===== src/rtl/alu_op_sequencer.sv =====
// alu_op_sequencer: issue stage for the 8-bit dual-74181 ALU.
// The block takes requests over a valid/ready handshake and registers them onto the ALU inputs.
// It then waits SETTLE_CYCLES edges and captures the ALU result and flags.
// A stored carry flag lets multi-byte arithmetic be chained one byte per request.
// Optional feature macro: ZF_CHAIN_EN. When it is defined, the zero flag is ANDed across
// ops that were issued with req_use_cf=1, which gives a multi-byte zero/equality result.
module alu_op_sequencer #(
  parameter int unsigned SETTLE_CYCLES = 1
) (
  input  logic       clk,
  input  logic       rst_n,
  input  logic       req_valid,
  output logic       req_ready,
  input  logic       req_mode,
  input  logic [3:0] req_sel,
  input  logic [7:0] req_a,
  input  logic [7:0] req_b,
  input  logic       req_cin,
  input  logic       req_use_cf,
  output logic       alu_mode,
  output logic [3:0] alu_sel,
  output logic [7:0] alu_a,
  output logic [7:0] alu_b,
  output logic       alu_cin,
  input  logic [7:0] alu_f,
  input  logic       alu_cout,
  input  logic       alu_zf,
  output logic       rsp_valid,
  input  logic       rsp_ready,
  output logic [7:0] rsp_f,
  output logic       rsp_cf,
  output logic       rsp_zf,
  output logic       cf,
  output logic       zf,
  output logic       busy
);

  generate
    if (SETTLE_CYCLES < 1 || SETTLE_CYCLES > 15) begin : gBadSettle
      $error("alu_op_sequencer: SETTLE_CYCLES must be in 1..15");
    end
  endgenerate

  localparam logic [3:0] SETTLE_LOAD = 4'(SETTLE_CYCLES - 1);

  typedef enum logic [1:0] {
    IDLE  = 2'd0,
    DRIVE = 2'd1,
    RESP  = 2'd2
  } state_t;

  state_t     state;
  state_t     stateNext;
  logic [3:0] settleCnt;
  logic       accept;
  logic       capture;
  logic       zfCapture;

  // State register
  always_ff @(posedge clk or negedge rst_n) begin
    if (!rst_n) begin
      state <= IDLE;
    end else begin
      state <= stateNext;
    end
  end

  // Next-state and handshake decode. In RESP, req_ready follows rsp_ready so a
  // response handshake and a new accept can share one edge.
  always_comb begin
    stateNext = state;
    req_ready = 1'b0;
    accept    = 1'b0;
    capture   = 1'b0;
    case (state)
      IDLE: begin
        req_ready = 1'b1;
        accept    = req_valid;
        if (req_valid) begin
          stateNext = DRIVE;
        end
      end
      DRIVE: begin
        if (settleCnt == '0) begin
          capture   = 1'b1;
          stateNext = RESP;
        end
      end
      RESP: begin
        req_ready = rsp_ready;
        accept    = req_valid & rsp_ready;
        if (rsp_ready) begin
          stateNext = req_valid ? DRIVE : IDLE;
        end
      end
      default: begin
        stateNext = IDLE;
      end
    endcase
  end

  assign rsp_valid = (state == RESP);
  assign busy      = (state != IDLE);

  // Settle counter: it loads at accept and counts down while DRIVE waits for the ALU.
  always_ff @(posedge clk or negedge rst_n) begin
    if (!rst_n) begin
      settleCnt <= '0;
    end else if (accept) begin
      settleCnt <= SETTLE_LOAD;
    end else if (state == DRIVE && settleCnt != '0) begin
      settleCnt <= settleCnt - 4'd1;
    end
  end

  // ALU input registers: they load only at accept and hold through IDLE.
  always_ff @(posedge clk or negedge rst_n) begin
    if (!rst_n) begin
      alu_mode <= 1'b0;
      alu_sel  <= '0;
      alu_a    <= '0;
      alu_b    <= '0;
      alu_cin  <= 1'b0;
    end else if (accept) begin
      alu_mode <= req_mode;
      alu_sel  <= req_sel;
      alu_a    <= req_a;
      alu_b    <= req_b;
      alu_cin  <= req_use_cf ? cf : req_cin;
    end
  end

`ifdef ZF_CHAIN_EN
  logic opUseCf;

  // Remember whether the in-flight op chains on the stored flags
  always_ff @(posedge clk or negedge rst_n) begin
    if (!rst_n) begin
      opUseCf <= 1'b0;
    end else if (accept) begin
      opUseCf <= req_use_cf;
    end
  end

  assign zfCapture = opUseCf ? (zf & alu_zf) : alu_zf;
`else
  assign zfCapture = alu_zf;
`endif

  // Response and persistent flag registers: they change only at the capture edge.
  always_ff @(posedge clk or negedge rst_n) begin
    if (!rst_n) begin
      rsp_f  <= '0;
      rsp_cf <= 1'b0;
      rsp_zf <= 1'b0;
      cf     <= 1'b0;
      zf     <= 1'b0;
    end else if (capture) begin
      rsp_f  <= alu_f;
      rsp_cf <= alu_cout;
      rsp_zf <= zfCapture;
      cf     <= alu_cout;
      zf     <= zfCapture;
    end
  end

endmodule


===== config.mk =====
export PLATFORM = sky130hd
export DESIGN_NAME = alu_op_sequencer
export DESIGN_NICKNAME = d
export VERILOG_FILES = /design/src/rtl/alu_op_sequencer.sv
export SDC_FILE = /design/constraint.sdc
export NUM_CORES = 1
export LEC_CHECK = 0
export CORE_ASPECT_RATIO = 1.2
export CORE_UTILIZATION = 33
export DETAILED_ROUTE_END_ITERATION = 10
export DONT_BUFFER_PORTS = 1
export PLACE_DENSITY = 0.5
export SETUP_SLACK_MARGIN = 0.4
export SLEW_MARGIN = 20
export SYNTH_ARGS = -nofsm -noshare
export SYNTH_HDL_FRONTEND = slang
export SYNTH_SLANG_ARGS = --single-unit

===== constraint.sdc =====
create_clock -name clk -period 1.9 [get_ports clk]
set_clock_uncertainty 0.05 [all_clocks]
set_input_delay 0.095 -clock clk [delete_from_list [all_inputs] [get_ports clk]]
set_output_delay 0.095 -clock clk [all_outputs]
set_load 0.01 [all_outputs]

# [Word level (Yosys, flattened, before mapping)]
# Cells that the tools add are included.
[op_classes] n_addsub=1 n_eq_ne=5 n_mux=12 n_bitwise=1 n_reduce_logical=7
[ops] cell="$mux W4" count=2
[ops] cell="$mux W2" count=3
[ops] cell="$pmux W2 S3" count=1
[ops] cell="$logic_not A4 Y1" count=1
[ops] cell="$mux W1" count=4
[ops] cell="$ne A2 B2 Y1 const B" count=2
[ops] cell="$pmux W1 S2" count=2
[ops] cell="$reduce_bool A2 Y1" count=2
[ops] cell="$reduce_bool A4 Y1" count=1
[ops] cell="$sub A4 B1 Y4 const B" count=1
[ops] cell="$reduce_and A3 Y1" count=1
[ops] cell="$eq A2 B1 Y1 const B" count=1
[ops] cell="$eq A2 B2 Y1 const B" count=1
[ops] cell="$logic_not A2 Y1" count=1
[ops] cell="$ne A2 B1 Y1 const B" count=1
[ops] cell="$and A1 B1 Y1" count=1
[ops] cell="$logic_and A1 B1 Y1" count=1
[word_totals] reg_bits=38 input_bits=37 output_inout_bits=37 elab_cells=36

# [Longest topological paths before layout]
# Gate-level depths: netlist of run 1.
[logic_depth] depth_word=4 mapped_depth=6 ltp_nobuf=5

# [Worst setup path after synthesis of run 1]
# OpenSTA, ideal clock, no wires.
[synth_timing] kind="register -> register" startpoint="reg state[1]" endpoint="reg alu_a[0]" setup_ns=0.125 t_arrival_ns=1.328 path_slack_ns=0.397 stages_incl_launch_ff=5 n_path_buf=1 synth_period_minus_slack_ns=1.503 cell_sequence="dfrtp_1 and2b_4 nor3_4 buf_6 mux2_2"
[synth_between] elab_chain_cells=2 word_cells_on_any_way=3
[synth_rtl] item="from (decl)" line_no="52" text="state_t state;"
[synth_rtl] item="from (signal assigned)" line_no="64" text="state <= stateNext;"
[synth_rtl] item="$eq A2 B2 Y1 / $logic_not A2 Y1 (equally long branches)" line_no="75" text="case (state)"
[synth_rtl] item="$pmux W1 S2 (*)" line_no="75"
[synth_rtl] item="to (signal assigned)" line_no="127" text="alu_a <= req_a;"
[synth_rtl] item="to (decl)" line_no="22" text="output logic [7:0] alu_a,"
# Mark *: on every way between the ends. The rest lies on a longest branch, timed or not.
# A chain may end at the register's enable or synchronous reset.

# [Worst setup path after layout of run 1]
[layout_timing] startpoint="reg state[1]" endpoint="reg alu_mode"
[layout_between] elab_chain_cells=2 word_cells_on_any_way=3
[layout_rtl] item="$eq A2 B2 Y1 / $logic_not A2 Y1 (equally long branches)" line_no="75"
[layout_rtl] item="$pmux W1 S2 (*)" line_no="75"
[layout_rtl] item="to (signal assigned)" line_no="125" text="alu_mode <= req_mode;"
[layout_rtl] item="to (decl)" line_no="20" text="output logic alu_mode,"
# Marked as above.

==> results of run 1 <==
==> cell usage in the layout (no fill, tap or decap), types with 2 or more instances in the layout <==
cell / n
clkbuf_8: 5
nand2b_1: 2
clkbuf_1: 2
buf_4: 12
nand3_1: 3
buf_12: 2
o21ai_0: 3
inv_1: 2
dfrtp_1: 37
o31ai_1: 2
mux2_1: 2
mux2_2: 21
mux2_4: 10
inv_2: 2
mux2i_1: 2
buf_6: 2
dlygate4sd3_1: 33
==> per-layer routing <==
layer  global-route usage  part of all wire
met1                0.149              0.38
met5                    0                 0
met4               0.0565             0.020
met2                0.257              0.54
met3               0.0523             0.057
==> cell families (layout without fill, tap and decap cells) <==
kind of cell             after synthesis  count (layout)  synth area share
flip-flops                            38              38             0.596
buffers and inverters                 10              62            0.0447
adder cells (fa/ha/maj)                2               2            0.0157
multiplexers                          35              35             0.245
AND/OR/NAND/NOR                       15              16            0.0690
AO/OA/AOI/OAI                          8               8            0.0298
==> synthesized netlist by cell type, types with 2 or more instances <==
cell | number | area [sq um]
buf_4 | 3 | 22.5
buf_6 | 3 | 33.8
nand3_1 | 3 | 15.0
mux2i_1 | 2 | 20.0
a21oi_1 | 2 | 10.0
o21ai_0 | 3 | 15.0
o31ai_1 | 2 | 15.0
ha_1 | 2 | 25.0
nand2b_1 | 2 | 12.5
inv_1 | 4 | 15.0
mux2_2 | 29 | 327
mux2_1 | 4 | 45.0
dfrtp_1 | 38 | 951
==> worst paths after layout <==
| kind | startpoint | to | depth (start not counted) |
|---|---|---|---|
| max | state[1] | alu_mode | 5 |
| min | req_cin | alu_cin | 2 |
| max reg2reg | state[1] | alu_mode | 5 |
| min reg2reg | alu_a[6] | alu_a[6] | 1 |
| max in group asynchronous | rst_n | state[0] | 2 |
| min in group asynchronous | rst_n | rsp_f[5] | 2 |
==> worst max-delay path, cell delays in order, from the launching register on <==
cell	delay [ns]
dfrtp_1	0.40
and2b_4	0.19
nor3_4	0.15
buf_6	0.13
buf_12	0.13
mux2_2	0.34
==> power by group through the flow <==
stage / combinational [mW] / clock (mW) / sequential, mW
2_1_floorplan: 0.855 / 0 / 1.60
3_3_place_gp: 0.830 / 0 / 1.72
3_5_place_dp: 0.883 / 0 / 1.73
4_1_cts: 1.11 / 0.521 / 1.72
5_1_grt: 1.49 / 0.554 / 1.78
6_report: 1.37 / 0.502 / 1.73
==> what timing repair did <==
| action | CTS | global route |
|---|---|---|
| cloned | 1 | 2 |
| setup buffers | 6 | 8 |
| endpoints found under the setup margin | 34 | 35 |
| gates resized for setup | 4 | 19 |
| hold endpoints to repair | 70 | 0 |
| pin swaps | 1 | 4 |
| hold buffers | 34 | 0 |
==> state kept, by name (all words and copies together) (netlist names) <==
register / cells
alu_a: 8
alu_b: 8
alu_cin: 1
alu_mode: 1
alu_sel: 4
cf: 1
rsp_f: 8
settleCnt: 4
state: 2
zf: 1
==> layout make-up <==
class                   instances  area, sq um
fillers                       403         2320
flip-flops and latches         38          952
multi-input cells              61          653
repair buffers                 51          536
clock buffers                   7         76.3
well taps                      58         72.6
inverters                       4         15.0
==> results.toml, run 1 <==
[power]
sw_frac_of_total = 0.348
power_frac_seq = 0.479
internal-power_mw = 2.35
cellLeakagePower_nw = 1.03
power.switching_mw = 1.25
clkPwrFrac = 0.139
max-vdd-ir-drop_mv = 0.814
power_mw = 3.60
power.density_nw_per_um2 = 1560
power_frac_comb = 0.381

[detailed_routing]
drt_iter0_markers = 29
wl_per_cell_microns = 15.9
drc = 0
ant_nets = 0
vias = 1043
routed_wl_microns = 3480
via_per_inst = 4.76
firstDrtPassIters = 4

[clock_tree]
insertion_delay_ns = 0.28
cts_buffers = 5
clk_pin_slew_ns = 0.07
htreeDepth = 2
cts-root-buf = "clkbuf_8"
cts_tree = "built"
cts.sinks = 38
clockBufferDepth = 2

[floorplan]
dieArea_sq_um = 5120
start_util = 0.345
die_w_microns = 65.5
io_pins = 74
rows = 27
core_area_sq_um = 4630
fp.dieH_microns = 78.2

[timing]
tightest_slew_ns = 0.274
finalHoldViolCount = 0
setup_viol = 0
period_needed_ns = 1.51
max_slew_margin = 0.817
rsz0062_at_grt = "true"
post-route-period-util = 0.794
worst_slack_ns = 0.392
fmax_ghz = 0.663
setup_tns_ns = 0
slew_viol_final = 0
whs_ns = 0.0497

[place]
portBuffers = 0
post-place-ws_ns = 0.236
place_congestion = 0.806
dp.cells = 161
placed_area_sq_um = 1630
dp_hpwl_microns = 2050

[flow_run]
maxCapViolations = 0

[final_layout]
syn2layout_area_growth_pct = 44.4
utilization = 0.498
num-nets-final = 200
post_layout_nonfiller_instances = 219
drive_above_1_share = 0.416
antenna_cells = 0
stdcell_area_sq_um = 2300

[synth]
syn-num-nets = 147
ys_types = 24
synth-seq-cells = 38
yosysWarnings = 0
synth_cells = 108
syn-mean-instance-area_sq_um = 14.8
synthFlopType = "dfrtp_1"
synth_area_sq_um = 1600
synth-edff-count = 0
ys_seq_area_frac = 0.596
synth-async-reset-ratio = 1.00

[critical_path]
path_max_fanout = 13
end_kind = "flip-flop"
rrSetupSlack_ns = 0.39
path_class = "reg2reg"
worstPathRequired_ns = 2.01
cp.arrival_ns = 1.62
crit_path_start_kind = "flip-flop"

[grt]
grt_pass1_vias = 1174
antenna_found_initial = 0
gr-total-overflow = 0
grt_pass1_wl_microns = 5480
track_usage = 0.144
grt_max_degree = 39

[min_path]
hold_class = "in2reg"

[status]
status = "completed"
Note: power is estimated with default switching activity, not from simulation.
==> run 2, diff against run 1 <==
Clock period 1.9 ns to 1.5 ns, I/O delays scaled along.
==> results.toml, run 2 (synthesized netlist as in run 1, its figures left out) <==
[detailed_routing]
vias = 1101
ant_nets = 0
firstDrtPassIters = 4
drt_iter0_markers = 9
via_per_inst = 4.87
routed_wl_microns = 3620
wl_per_cell_microns = 16.0
drc = 0

[timing]
tightest_slew_ns = 0.306
rsz0062_at_grt = "true"
slew_viol_final = 0
post-route-period-util = 1.02
max_slew_margin = 0.796
period_needed_ns = 1.53
fmax_ghz = 0.653
finalHoldViolCount = 0
setup_viol = 12
worst_slack_ns = -0.0322

[clock_tree]
cts_buffers = 5
htreeDepth = 2
cts.sinks = 38
cts-root-buf = "clkbuf_8"
clk_pin_slew_ns = 0.07
clockBufferDepth = 2
cts_tree = "built"
insertion_delay_ns = 0.28

[final_layout]
largestRegisters = "alu_a (8), alu_b (8), rsp_f (8)"
post_layout_nonfiller_instances = 226
num-nets-final = 206
utilization = 0.527
antenna_cells = 0
syn2layout_area_growth_pct = 52.8
final_cell_mix = "37 x dfrtp_1, 33 x dlygate4sd3_1, 17 x mux2_4, 15 x mux2_2, 14 x buf_4"
layout_commonest_cell = "dfrtp_1"
drive_above_1_share = 0.488

[floorplan]
io_pins = 74
core_area_sq_um = 4630
fp.dieH_microns = 78.2
dieArea_sq_um = 5120
rows = 27
start_util = 0.345
die_w_microns = 65.5

[place]
dp_hpwl_microns = 2020
dp.cells = 168
place_congestion = 0.781
portBuffers = 0

[min_path]
hold_class = "in2reg"
holdPathStages = 2

[critical_path]
reg2regPathDepth = 5
crit_path_start_kind = "flip-flop"
path_class = "reg2reg"
end_kind = "flip-flop"
path_max_fanout = 6
worstPathRequired_ns = 1.62
cp.arrival_ns = 1.65

[power]
power.density_nw_per_um2 = 2040
cellLeakagePower_nw = 1.11
max-vdd-ir-drop_mv = 0.870

[status]
status = "finished with violations"
violations = "setup timing"

[grt]
grt_pass1_wl_microns = 5450
gr-total-overflow = 0
grt_max_degree = 39
antenna_found_initial = 0
track_usage = 0.141
grt_pass1_vias = 1176

[flow_run]
maxCapViolations = 0
## run 2: cell types whose count changed in the layout (fill, tap and decap cells not counted), sizes merged
cell    change
buf         +5
clkbuf      +1
clkinv      +1
## run 2: layout make-up
class	instances	area, sq um
Clock buffer	7	86.3
Sequential cell	38	952
Tap cell	58	72.6
Multi-Input combinational cell	61	713
Clock inverter	1	5.00
Timing Repair Buffer	57	593
Inverter	4	17.5
Fill cell	401	2190
## run 2: power breakdown
group          switching (mW)  total, mW  internal, mW
combinational           0.741       2.08          1.34
clock                   0.340      0.711         0.371
sequential              0.631       2.18          1.55
## run 2: final timing paths
path | from | endpoint | slack, ns
min in group asynchronous | rst_n | settleCnt[1] | 0.19
max reg2reg | settleCnt[1] | rsp_f[0] | -0.03
max | settleCnt[1] | rsp_f[0] | -0.03
min reg2reg | rsp_f[7] | rsp_f[7] | 0.53
min | req_cin | alu_cin | 0.03
max in group asynchronous | rst_n | state[0] | 1.01
## run 2: through the flow
stage	power [mW]	TNS [ns]	cell area [sq um]	hold WS (ns)	setup slack (ns)
6_report	4.97	-0.0723	2440	0.0312	-0.0322
5_1_grt	5.28	-1.31	2440	0.0185	-0.0713
4_1_cts	4.51	0	2230	0.0142	0.0100
3_5_place_dp	3.51	-0.721	1720	-0.270	-0.0770
3_3_place_gp	3.45	-0.0110	1720	-0.270	-0.00217
2_1_floorplan	3.20	-0.0297	1630	-0.271	-0.00256
## run 2: critical path, cell delays in order (launching register included)
cell and delay (ns):
dfrtp_1 0.40, inv_2 0.09, ha_4 0.13, nor3b_4 0.30, nand2_4 0.13, mux2_4 0.32
## run 2: what timing repair did
item,4_1_cts,5_1_grt
gates cloned,1,3
pin swaps,2,3
buffers inserted,4,8
setup endpoints to repair,41,41
endpoints found under the hold margin,70,0
hold buffers,34,0
resized for setup,11,24
## run 2: metal layers
| layer | vias to the layer above | wire length [microns] | global-route usage |
|---|---|---|---|
| li1 | 494 | - | - |
| met1 | 561 | 1410 | 0.155 |
| met2 | 41 | 1960 | 0.243 |
| met3 | 5 | 185 | 0.0436 |
| met4 | 0 | 57 | 0.0652 |
| met5 | - | 0 | 0 |
